===== config.mk =====
export PLATFORM = sky130hd
export DESIGN_NAME = key_pulse_gen
export DESIGN_NICKNAME = d
export VERILOG_FILES = /design/src/rtl/key_pulse_gen.sv
export SDC_FILE = /design/constraint.sdc
export NUM_CORES = 1
export LEC_CHECK = 0
export BUFFER_PORTS_ARGS = -buffer_cell sky130_fd_sc_hd__buf_2
export CORE_MARGIN = 4
export CORE_UTILIZATION = 50
export CTS_BUF_LIST = sky130_fd_sc_hd__clkbuf_4 sky130_fd_sc_hd__clkbuf_8
export DETAILED_ROUTE_END_ITERATION = 12
export PLACE_DENSITY = 0.81
export SLEW_MARGIN = 10
export SYNTH_ARGS = -nofsm -noshare
export SYNTH_HDL_FRONTEND = slang
export SYNTH_SLANG_ARGS = --single-unit

===== constraint.sdc =====
create_clock -name CLK -period 2 [get_ports CLK]
set_input_delay 0.1 -clock CLK [delete_from_list [all_inputs] [get_ports CLK]]
set_output_delay 0.1 -clock CLK [all_outputs]
set_load 0.01 [all_outputs]

===== src/rtl/key_pulse_gen.sv =====
// rtl/key_pulse_gen.sv - debounced ten-key front end producing one-hot Dec pulses
module key_pulse_gen #(
   parameter int DEB_CYCLES = 4,
   parameter int CNT_W      = 3
) (
   input  logic       CLK,
   input  logic       RST,
   input  logic [9:0] Key,
   output logic [9:0] Dec,
   output logic       Busy,
   output logic       Err
);

   typedef enum logic [1:0] {
      IDLE     = 2'd0,
      DEBOUNCE = 2'd1,
      HELD     = 2'd2,
      RELEASE  = 2'd3
   } state_t;

   localparam logic [CNT_W-1:0] CNT_LAST = CNT_W'(DEB_CYCLES - 1);

   state_t           state;
   logic [CNT_W-1:0] cnt;
   logic [9:0]       cand;
   logic [9:0]       key_m;
   logic [9:0]       key_s;
   logic             key_zero;
   logic             key_one_hot;

   // two-stage synchroniser; cleared by reset so a held key re-enters as a fresh press
   always_ff @(posedge CLK) begin
      if (RST) begin
         key_m <= '0;
         key_s <= '0;
      end else begin
         key_m <= Key;
         key_s <= key_m;
      end
   end

   // classify the synchronised key vector
   always_comb begin
      key_zero    = (key_s == 10'd0);
      key_one_hot = !key_zero && ((key_s & (key_s - 10'd1)) == 10'd0);
   end

   // press/release FSM with registered Dec, Busy and Err
   always_ff @(posedge CLK) begin
      if (RST) begin
         state <= IDLE;
         cnt   <= '0;
         cand  <= '0;
         Dec   <= '0;
         Busy  <= 1'b0;
         Err   <= 1'b0;
      end else begin
         Dec <= '0;
         Err <= 1'b0;
         case (state)
            IDLE: begin
               if (key_one_hot) begin
                  cand  <= key_s;
                  cnt   <= CNT_W'(1);
                  state <= DEBOUNCE;
                  Busy  <= 1'b1;
               end else if (!key_zero) begin
                  Err   <= 1'b1;
                  cnt   <= '0;
                  state <= RELEASE;
                  Busy  <= 1'b1;
               end
            end
            DEBOUNCE: begin
               if (key_s == cand) begin
                  if (cnt == CNT_LAST) begin
                     Dec   <= cand;
                     state <= HELD;
                  end else begin
                     cnt <= cnt + CNT_W'(1);
                  end
               end else if (key_zero) begin
                  // short bounce: drop it silently
                  state <= IDLE;
                  Busy  <= 1'b0;
               end else begin
                  Err   <= 1'b1;
                  cnt   <= '0;
                  state <= RELEASE;
               end
            end
            HELD: begin
               // any change after acceptance, including an extra key, just waits for release
               if (key_s != cand) begin
                  cnt   <= '0;
                  state <= RELEASE;
               end
            end
            RELEASE: begin
               if (key_zero) begin
                  if (cnt == CNT_LAST) begin
                     state <= IDLE;
                     Busy  <= 1'b0;
                  end else begin
                     cnt <= cnt + CNT_W'(1);
                  end
               end else begin
                  cnt <= '0;
               end
            end
            default: begin
               state <= IDLE;
               cnt   <= '0;
               Busy  <= 1'b0;
            end
         endcase
      end
   end

endmodule


==> qor.csv <==
metric;value;unit
DRT antenna net count;0;
Internal Power;1.49;mW
number of H-tree levels;2;
Adder-Cell Fraction of Synth Area;1.78;%
Rows;22;
Comb power frac;21.9;%
sw frac;28.7;%
Synth top cells by count;47 x dfxtp_1, 21 x nor2b_1, 16 x nor2_1, 13 x mux2i_1, 12 x and2_1;
Synth area leader;dfxtp_1;
yosys warns;0;
fin cells;282;
GR Util All Layers;15.2;%
WL met1;1580;µm
number of synthesized flops with an enable pin;0;
Clock Latency Late Sink;0.31;ns
Core Util, Final;66.7;%
fin crit share;104;%
most area-consuming cells after synthesis;dfxtp_1 50%, nor2b_1 6.9%, mux2i_1 6.9%;
Register Area;948;µm²
Netlist cell types;41;
reg2reg start;key_s[4];
final hold vios;0;
Routed WL;3620;µm
Setup Skew;0.00463;ns
# diodes;0;
critical path required time;2.22;ns
share of Yosys cell area claimed by the top area cell type;49.5;%
crit path kind;flop to flop;
largest family of logic cells by synthesized area;simple AND/OR/NAND/NOR gates;
Startpoint Class;flop;
layout cells sized above 1;29.1;%
vias in the first global route;1300;
DRC viols;0;
part of the power in the clock network;27.8;%
Pleak;1.16;nW
synthesized cell area;1900;µm²
number of port buffers;23;
I/O Pins;24;
syn_nets;201;
Core ar.;3660;µm²
Die Span X;69.6;µm
Final WS setup;-0.0730;ns
Crit. End Element;flop;
Worst Tran Pin Value;0.482;ns
routed wl met2;1740;µm
cells after synthesis;188;
met3 wire len;201;µm
footprint of the multi-input gates;956;µm²
simple-gate share of the synthesized area;22.3;%
die footprint;4850;µm²
wire length per cell;12.8;µm
Root Driver;clkbuf_8;
remaining global-route overflow;0;
CP Max Fanout;5;
P_sw;0.598;mW
Final Net Count;246;
end of the critical path;cnt[2];
flops & latches, synth;47;
capturing point of the worst reg2reg path;cnt[2];
slew margin rel.;67.8;%
critical path startpoint;key_s[4];
starting density of the core;51.9;%
clock sink total;47;
VDD IR max;486;µV
1st-pass router iterations;4;
Syn Area/Cell;10.1;µm²
DRT iter0 DRCs;89;
MaxCap Viol Count;0;
Placed Cells;260;
Clock Path Buffers;2;
Die Ht;69.6;µm
global-route wire length before repair;5750;µm
PD cells;854;nW/µm²
dominant synthesized flop cell;dfxtp_1;
worst r2r path cells;9;
RSZ-0062 raised after global routing;true;
Final HPWL DP;2300;µm
CTS tree;done;
crit path DAT;2.30;ns
Async SR Flop Fraction;0;%
Filler Cell Count;247;
multiplexer share of the synthesized area;6.85;%
GPL Wtd Cong;0.851;
largest net degree at the start of global routing;23;
vias;1414;
sequential fraction of the synthesis area;49.5;%
number of vias per cell;5.01;
sequential share of power;50.3;%
class of the worst hold path;input port to flop;
initial antenna violation count;0;
status;finished with violations;
Max Used Layer;met4;
area delta synth->final;28.5;%
Tmin final;2.07;ns
post-synthesis compound-gate area fraction;9.03;%
failing checks;setup timing;
CTS Buf Count;5;
Synth Area in XOR/XNOR;5.07;%
Reg2Reg Setup Slack;-0.07;ns
clock-pin slew on the worst setup and hold paths;0.09;ns
fmax;482;MHz
Max Slew Vio Count;0;
final setup fails;12;
cell with the most instances after synthesis;dfxtp_1;
-- cells by family after synthesis --
logic type,Yosys count
XOR/XNOR,11
adder cells (fa/ha/maj),3
AO/OA/AOI/OAI,22
multiplexers,13
buffers and inverters,17
AND/OR/NAND/NOR,75
flip-flops,47
-- critical path: stages (launching register included) --
cell      delay [ns]
dfxtp_4         0.37
buf_6           0.12
buf_6           0.12
xor2_4          0.15
nor4_4          0.26
and3_4          0.25
buf_6           0.10
a21oi_4         0.04
or3b_1          0.37
a311oi_1        0.20
-- stage by stage --
step / area [µm²] / total power, mW / TNS (ns) / hold slack (ns) / worst slack [ns]
global route: 2440 / 2.19 / -2.24 / 0.0247 / -0.147
detailed placement: 2090 / 1.41 / -0.508 / 0.313 / -0.0687
finish: 2440 / 2.08 / -0.447 / 0.0234 / -0.0730
CTS: 2300 / 2.02 / -0.0394 / 0.00808 / -0.0151
floorplan: 1900 / 1.34 / -0.608 / 0.228 / -0.0704
global placement: 2090 / 1.40 / 0 / 0.310 / 0.0157
-- power by group through the flow --
stage          Sequential, mW  Combinational (mW)  Clock, mW
3_3_place_gp             1.06               0.342          0
5_1_grt                  1.05               0.495      0.641
3_5_place_dp             1.06               0.350          0
2_1_floorplan            1.04               0.298          0
4_1_cts                  1.04               0.389      0.594
6_report                 1.05               0.457      0.580
-- how the worst min path moves through the flow --
stage | to | slack [ns] | start | depth (start not counted)
after floorplan | key_m[0] | 0.23 | Key[0] | 1
after global placement | key_m[9] | 0.31 | Key[9] | 2
after detailed placement | key_m[1] | 0.31 | Key[1] | 2
after CTS | key_m[0] | 0.008 | Key[0] | 2
after global routing | key_m[4] | 0.02 | Key[4] | 2
final | key_m[4] | 0.02 | Key[4] | 2
-- sequential cells by signal, indices dropped and copies added, names as in the netlist, named ones only --
signal and flops:
key_s 10, Busy 1, Err 1, cand 10
key_m 10, Dec 10, cnt 2, state 2
-- metal layers --
layer | track usage [%] | up-vias
met2 | 23.6 | 32
met1 | 17.9 | 645
met3 | 6.09 | 9
met5 | 0 | -
li1 | - | 728
met4 | 8.30 | 0
-- area by class of cell --
cell class | instances | share of cell area (%)
Multi-Input combinational cell | 124 | 39.2
Sequential cell | 47 | 38.9
Timing Repair Buffer | 52 | 15.3
Clock buffer | 5 | 2.82
Tap cell | 48 | 2.46
Clock inverter | 3 | 0.923
Inverter | 3 | 0.461
-- cell usage in the layout (no fill, tap or decap), types with 3 or more instances in the layout --
master and instances:
nor3_1 4, inv_1 3, a21o_1 3, dfxtp_1 45, and2_1 10, dlygate4sd3_1 7, o211ai_1 3, buf_2 24
buf_4 15, nand3_1 3, mux2i_1 13, nor2_1 16, nand2_1 5, clkbuf_8 5, nor2b_1 21, xor2_1 10
buf_6 5
-- timing repair --
item / in CTS / in global routing
pin swaps: 3 / 11
hold buffers: 7 / 0
resized for setup: 9 / 20
endpoints found under the hold margin: 7 / 0
setup buffers: 2 / 4
cloned: 0 / 1
endpoints found under the setup margin: 12 / 24
(Power assumes the default switching activity.)
